### config.mk
export PLATFORM = sky130hd
export DESIGN_NAME = counter_bank_mc
export DESIGN_NICKNAME = d
export VERILOG_FILES = /design/src/rtl/counter_bank_mc.sv
export SDC_FILE = /design/constraint.sdc
export NUM_CORES = 1
export LEC_CHECK = 0
export ABC_CLOCK_PERIOD_IN_PS = 4460
export BUFFER_PORTS_ARGS = -buffer_cell sky130_fd_sc_hd__buf_2
export CAP_MARGIN = 20
export CELL_PAD_IN_SITES_DETAIL_PLACEMENT = 1
export CELL_PAD_IN_SITES_GLOBAL_PLACEMENT = 1
export CORE_MARGIN = 2
export CORE_UTILIZATION = 40
export DETAILED_ROUTE_END_ITERATION = 8
export GPL_ROUTABILITY_DRIVEN = 0
export GPL_TIMING_DRIVEN = 0
export MAX_ROUTING_LAYER = met4
export PLACE_DENSITY = 0.8
export SLEW_MARGIN = 25
export SYNTH_ARGS = -nofsm -noshare
export SYNTH_HDL_FRONTEND = slang
export SYNTH_SLANG_ARGS = --single-unit
### constraint.sdc
create_clock -name clk -period 4.46 [get_ports clk]
set_input_delay 0.892 -clock clk [delete_from_list [all_inputs] [get_ports clk]]
set_output_delay 0.892 -clock clk [all_outputs]
set_load 0.02 [all_outputs]
### src/rtl/counter_bank_mc.sv
// Multi-channel up/down counter bank with per-channel step, wrap/saturate, sticky flags, threshold compare.
// Latency: count/is_zero/ovf/unf 1 cycle from request; at_thresh 2 cycles from request (1 cycle from count).
// Backpressure: none; every channel accepts a request each cycle while clken is high.
module counter_bank_mc #(
  parameter int                 C_WIDTH      = 16,
  parameter int                 C_NUM_CH     = 4,
  parameter int                 C_STEP_WIDTH = 4,
  parameter int                 C_SATURATE   = 0,
  parameter logic [C_WIDTH-1:0] C_INIT       = '0
) (
  input  logic                             clk,
  input  logic                             rst,
  input  logic                             clken,
  input  logic [C_NUM_CH-1:0]              load,
  input  logic [C_NUM_CH-1:0]              incr,
  input  logic [C_NUM_CH-1:0]              decr,
  input  logic [C_NUM_CH*C_WIDTH-1:0]      load_value,
  input  logic [C_NUM_CH*C_STEP_WIDTH-1:0] step,
  input  logic [C_WIDTH-1:0]               threshold,
  input  logic [C_NUM_CH-1:0]              clr_flags,
  output logic [C_NUM_CH*C_WIDTH-1:0]      count,
  output logic [C_NUM_CH-1:0]              is_zero,
  output logic [C_NUM_CH-1:0]              at_thresh,
  output logic [C_NUM_CH-1:0]              ovf,
  output logic [C_NUM_CH-1:0]              unf
);

  localparam logic [C_WIDTH-1:0] ALL_ONES = '1;

  for (genvar i = 0; i < C_NUM_CH; i++) begin : g_ch
    logic [C_WIDTH-1:0] cnt_q;
    logic [C_WIDTH-1:0] cnt_nxt;
    logic [C_WIDTH-1:0] step_ext;
    logic [C_WIDTH:0]   sum;
    logic [C_WIDTH-1:0] diff;
    logic               ovf_evt;
    logic               unf_evt;
    logic               zero_q;
    logic               thr_q;
    logic               ovf_q;
    logic               unf_q;

    // Step is zero-extended; the extra sum bit exposes the carry-out as the overflow event.
    assign step_ext = C_WIDTH'(step[i*C_STEP_WIDTH +: C_STEP_WIDTH]);
    assign sum      = {1'b0, cnt_q} + {1'b0, step_ext};
    assign diff     = cnt_q - step_ext;

    // Next-state selection: load beats incr-only beats decr-only; incr+decr together holds.
    always_comb begin
      cnt_nxt = cnt_q;
      ovf_evt = 1'b0;
      unf_evt = 1'b0;
      if (load[i]) begin
        cnt_nxt = load_value[i*C_WIDTH +: C_WIDTH];
      end else if (incr[i] && !decr[i]) begin
        ovf_evt = sum[C_WIDTH];
        cnt_nxt = (ovf_evt && C_SATURATE != 0) ? ALL_ONES : sum[C_WIDTH-1:0];
      end else if (!incr[i] && decr[i]) begin
        unf_evt = (step_ext > cnt_q);
        cnt_nxt = (unf_evt && C_SATURATE != 0) ? '0 : diff;
      end
    end

    // Count and zero flag advance only under clken; zero flag is derived from the next count
    // so it is aligned with the registered count.
    always_ff @(posedge clk) begin
      if (rst) begin
        cnt_q  <= C_INIT;
        zero_q <= (C_INIT == '0);
      end else if (clken) begin
        cnt_q  <= cnt_nxt;
        zero_q <= (cnt_nxt == '0);
      end
    end

    // Threshold compare on the registered count, refreshed every cycle independent of clken.
    always_ff @(posedge clk) begin
      if (rst) thr_q <= 1'b0;
      else     thr_q <= (cnt_q >= threshold);
    end

    // Sticky flags: a new event under clken sets; clr_flags clears; set wins on collision.
    always_ff @(posedge clk) begin
      if (rst) begin
        ovf_q <= 1'b0;
        unf_q <= 1'b0;
      end else begin
        ovf_q <= (clken & ovf_evt) | (ovf_q & ~clr_flags[i]);
        unf_q <= (clken & unf_evt) | (unf_q & ~clr_flags[i]);
      end
    end

    assign count[i*C_WIDTH +: C_WIDTH] = cnt_q;
    assign is_zero[i]                  = zero_q;
    assign at_thresh[i]                = thr_q;
    assign ovf[i]                      = ovf_q;
    assign unf[i]                      = unf_q;
  end

endmodule

==> impl_metrics.json <==
{
  "die_height_um": 150,
  "muxShareOfSynthArea_pct": 3.26,
  "cp_cell_sequence": "buf_2, ha_1, inv_1, fa_1, o21ba_2, o31ai_1, nand4_1, a2111oi_0, nand3b_1, o2111a_1, nand4_1, o31ai_2",
  "synthArstFlopShare_pct": 0,
  "tns_ps": 0,
  "drive_above_1_share_pct": 18.4,
  "synth_xor_area_share_pct": 3.82,
  "timing.fmax_mhz": 284,
  "synth_top_family_by_area": "compound AO/OA/AOI/OAI gates",
  "grt_pass1_wl_um": 51300,
  "drv_cap": 0,
  "synthAdderAreaFrac_pct": 16.6,
  "dr_total_vias": 9497,
  "ys_ff_latch": 80,
  "whs_ps": 460,
  "crit_path_end_kind": "flop",
  "synth_warnings": 0,
  "rsz0062_at_grt": "no",
  "syn_to_final_growth_pct": 18.7,
  "slowest_stage": "o31ai_1",
  "firstDrtPassIters": 5,
  "grt_max_degree": 13,
  "fin_cells": 1592,
  "dp_hpwl_um": 26500,
  "cp_num_buf_inv": 2,
  "leakage_nw": 4.87,
  "layout_commonest_cell": "buf_2",
  "h-tree-depth": 3,
  "worst_pin_slew_ps": 955,
  "ir_worst_vdd_mv": 0.205,
  "cp.required_ps": 4730,
  "skew_ps": 5.29,
  "path_clk_slew_ps": 60,
  "final_min_period_over_clock_period_pct": 79.0,
  "worst_ep_arrival_time_ps": 3790,
  "setup_slack_ps": 939,
  "place_inst": 1576,
  "routed_via_density": 5.97,
  "detail-route-antenna-nets": 0,
  "grt_pass1_vias": 9434,
  "dieWidth_um": 150,
  "crit_type": "in -> reg",
  "synthCells": 1109,
  "crit_top_cell": "nand4_1",
  "layout_common_cells": "192 x buf_2, 119 x nor2_1, 100 x ha_1, 80 x dfxtp_1, 72 x inv_1",
  "hold_violations": 0,
  "slew_violations": 0,
  "clockBufferDepth": 2,
  "status": "completed",
  "clock_latency_ps": 350,
  "cts-root-buf": "clkbuf_16",
  "track_usage_pct": 30.3,
  "slew_headroom_pct": 34.7,
  "clock_sinks": 80,
  "num_antenna_cells": 0,
  "ctsHoldBuffers": 0,
  "synth_area_per_cell_sq_um": 7.65,
  "path_delay_family": "compound AO/OA/AOI/OAI gates",
  "remaining_drc_errors": 0,
  "netlist_area_sq_mm": 0.00849,
  "nets": 1535,
  "drt_iter0_drc": 563,
  "dieArea_sq_mm": 0.0224,
  "coreArea_sq_mm": 0.0209,
  "synth_ff_type": "dfxtp_1",
  "hp-class": "reg -> reg",
  "post-cts-setup-buffers": 0,
  "seq_area_frac_synth_pct": 18.9,
  "period_minus_slack_ps": 3520,
  "io_buffers": 192,
  "io_pins": 195,
  "path_max_fanout": 4,
  "post_drt_wl_per_cell_um": 21.0,
  "antenna_found_initial": 0,
  "finalSetupViolCount": 0,
  "cellPowerDensity_mw_per_mm2": 249,
  "cts_tree": "yes",
  "rows": 53,
  "synth_edf_count": 0,
  "place_ws_ps": 606,
  "ctsResizeCount": 0,
  "overflow": 0,
  "synthSimpleGateAreaFrac_pct": 23.6,
  "crit_path_start_kind": "input pin",
  "syn_nets": 1332,
  "wl_um": 33400,
  "numCtsBuffers": 9,
  "start_util_pct": 40.6,
  "cp_slowest_stage_delay_ps": 490,
  "synth-compound-area-share_pct": 26.4,
  "yosys.cell_types.count": 74
}
synth_stat cells (12+ instances only):
| library cell | n | area, sq um |
|---|---|---|
| mux2i_1 | 22 | 220 |
| clkbuf_1 | 51 | 191 |
| or3_1 | 12 | 75.1 |
| and3_1 | 13 | 81.3 |
| nand2_1 | 68 | 255 |
| nand4_1 | 28 | 175 |
| nor2_1 | 119 | 447 |
| a21o_1 | 34 | 255 |
| xor2_1 | 16 | 140 |
| xnor2_1 | 21 | 184 |
| o31ai_1 | 15 | 113 |
| nor2b_1 | 24 | 150 |
| o21a_1 | 21 | 158 |
| nor4_1 | 14 | 87.6 |
| o211a_1 | 13 | 130 |
| and2_1 | 14 | 87.6 |
| a211oi_1 | 35 | 263 |
| nand3_1 | 20 | 100 |
| inv_1 | 72 | 270 |
| buf_4 | 16 | 120 |
| nand2b_1 | 17 | 106 |
| o21ai_0 | 30 | 150 |
| a21oi_1 | 58 | 290 |
| ha_1 | 100 | 1250 |
| nor3_1 | 38 | 190 |
| o211ai_1 | 12 | 90.1 |
| dfxtp_1 | 80 | 1600 |
flip-flops by register name, indices dropped and copies added (netlist names):
signal       flops
g_ch.cnt_q      64
g_ch.zero_q      4
g_ch.ovf_q       4
g_ch.unf_q       4
g_ch.thr_q       4
through the flow:
step	instance area (sq um)	util [%]	total power, mW
floorplan	8490	-	1.45
global placement	9790	46.9	1.74
detailed placement	9790	46.9	1.78
CTS	10100	48.2	2.50
global route	10100	48.2	2.64
finish	10100	48.2	2.51
layout make-up:
type,instances,area (sq um)
plain buffers,74,353
clock buffers,13,270
clock inverters,3,15.0
fillers,2741,10800
inverters,74,278
multi-input cells,881,6250
flip-flops and latches,80,1600
well taps,275,344
repair buffers,192,961
logic make-up (layout without fill, tap and decap cells):
kind of cell	count (synthesis)	count (layout)
simple gates	397	397
compound gates	312	312
buf+inv	148	356
fa+ha+maj	108	108
flops	80	80
xor+xnor	37	37
mux	27	27
power by group:
group	switching, mW	internal, mW
sequential	0.0952	0.762
clock	0.306	0.420
combinational	0.562	0.366
metal layers:
| metal | part of all wire (%) | GRT usage, % | vias to the layer above | wire (um) |
|---|---|---|---|---|
| met4 | 2.4 | 7.69 | 0 | 818 |
| met3 | 5.6 | 4.24 | 64 | 1880 |
| li1 | - | - | 4455 | - |
| met2 | 47 | 50.4 | 324 | 15700 |
| met5 | 0 | - | - | 0 |
| met1 | 45 | 38.9 | 4654 | 15000 |
path summary, 6_finish.rpt:
kind                    start  depth (start not counted)              to  slack [ps]
max                   step[4]                         12  g_ch[1].zero_q         940
min             g_ch[1].ovf_q                          2   g_ch[1].ovf_q         460
max reg2reg  g_ch[2].cnt_q[5]                          9  g_ch[2].zero_q        1070
min reg2reg     g_ch[1].ovf_q                          2   g_ch[1].ovf_q         460
worst min-delay path, stage by stage (launching register included):
cell	delay (ps)
dfxtp_1	310
nand2_1	50
a21oi_1	50
No activity file was read; power rests on OpenSTA's default activity.
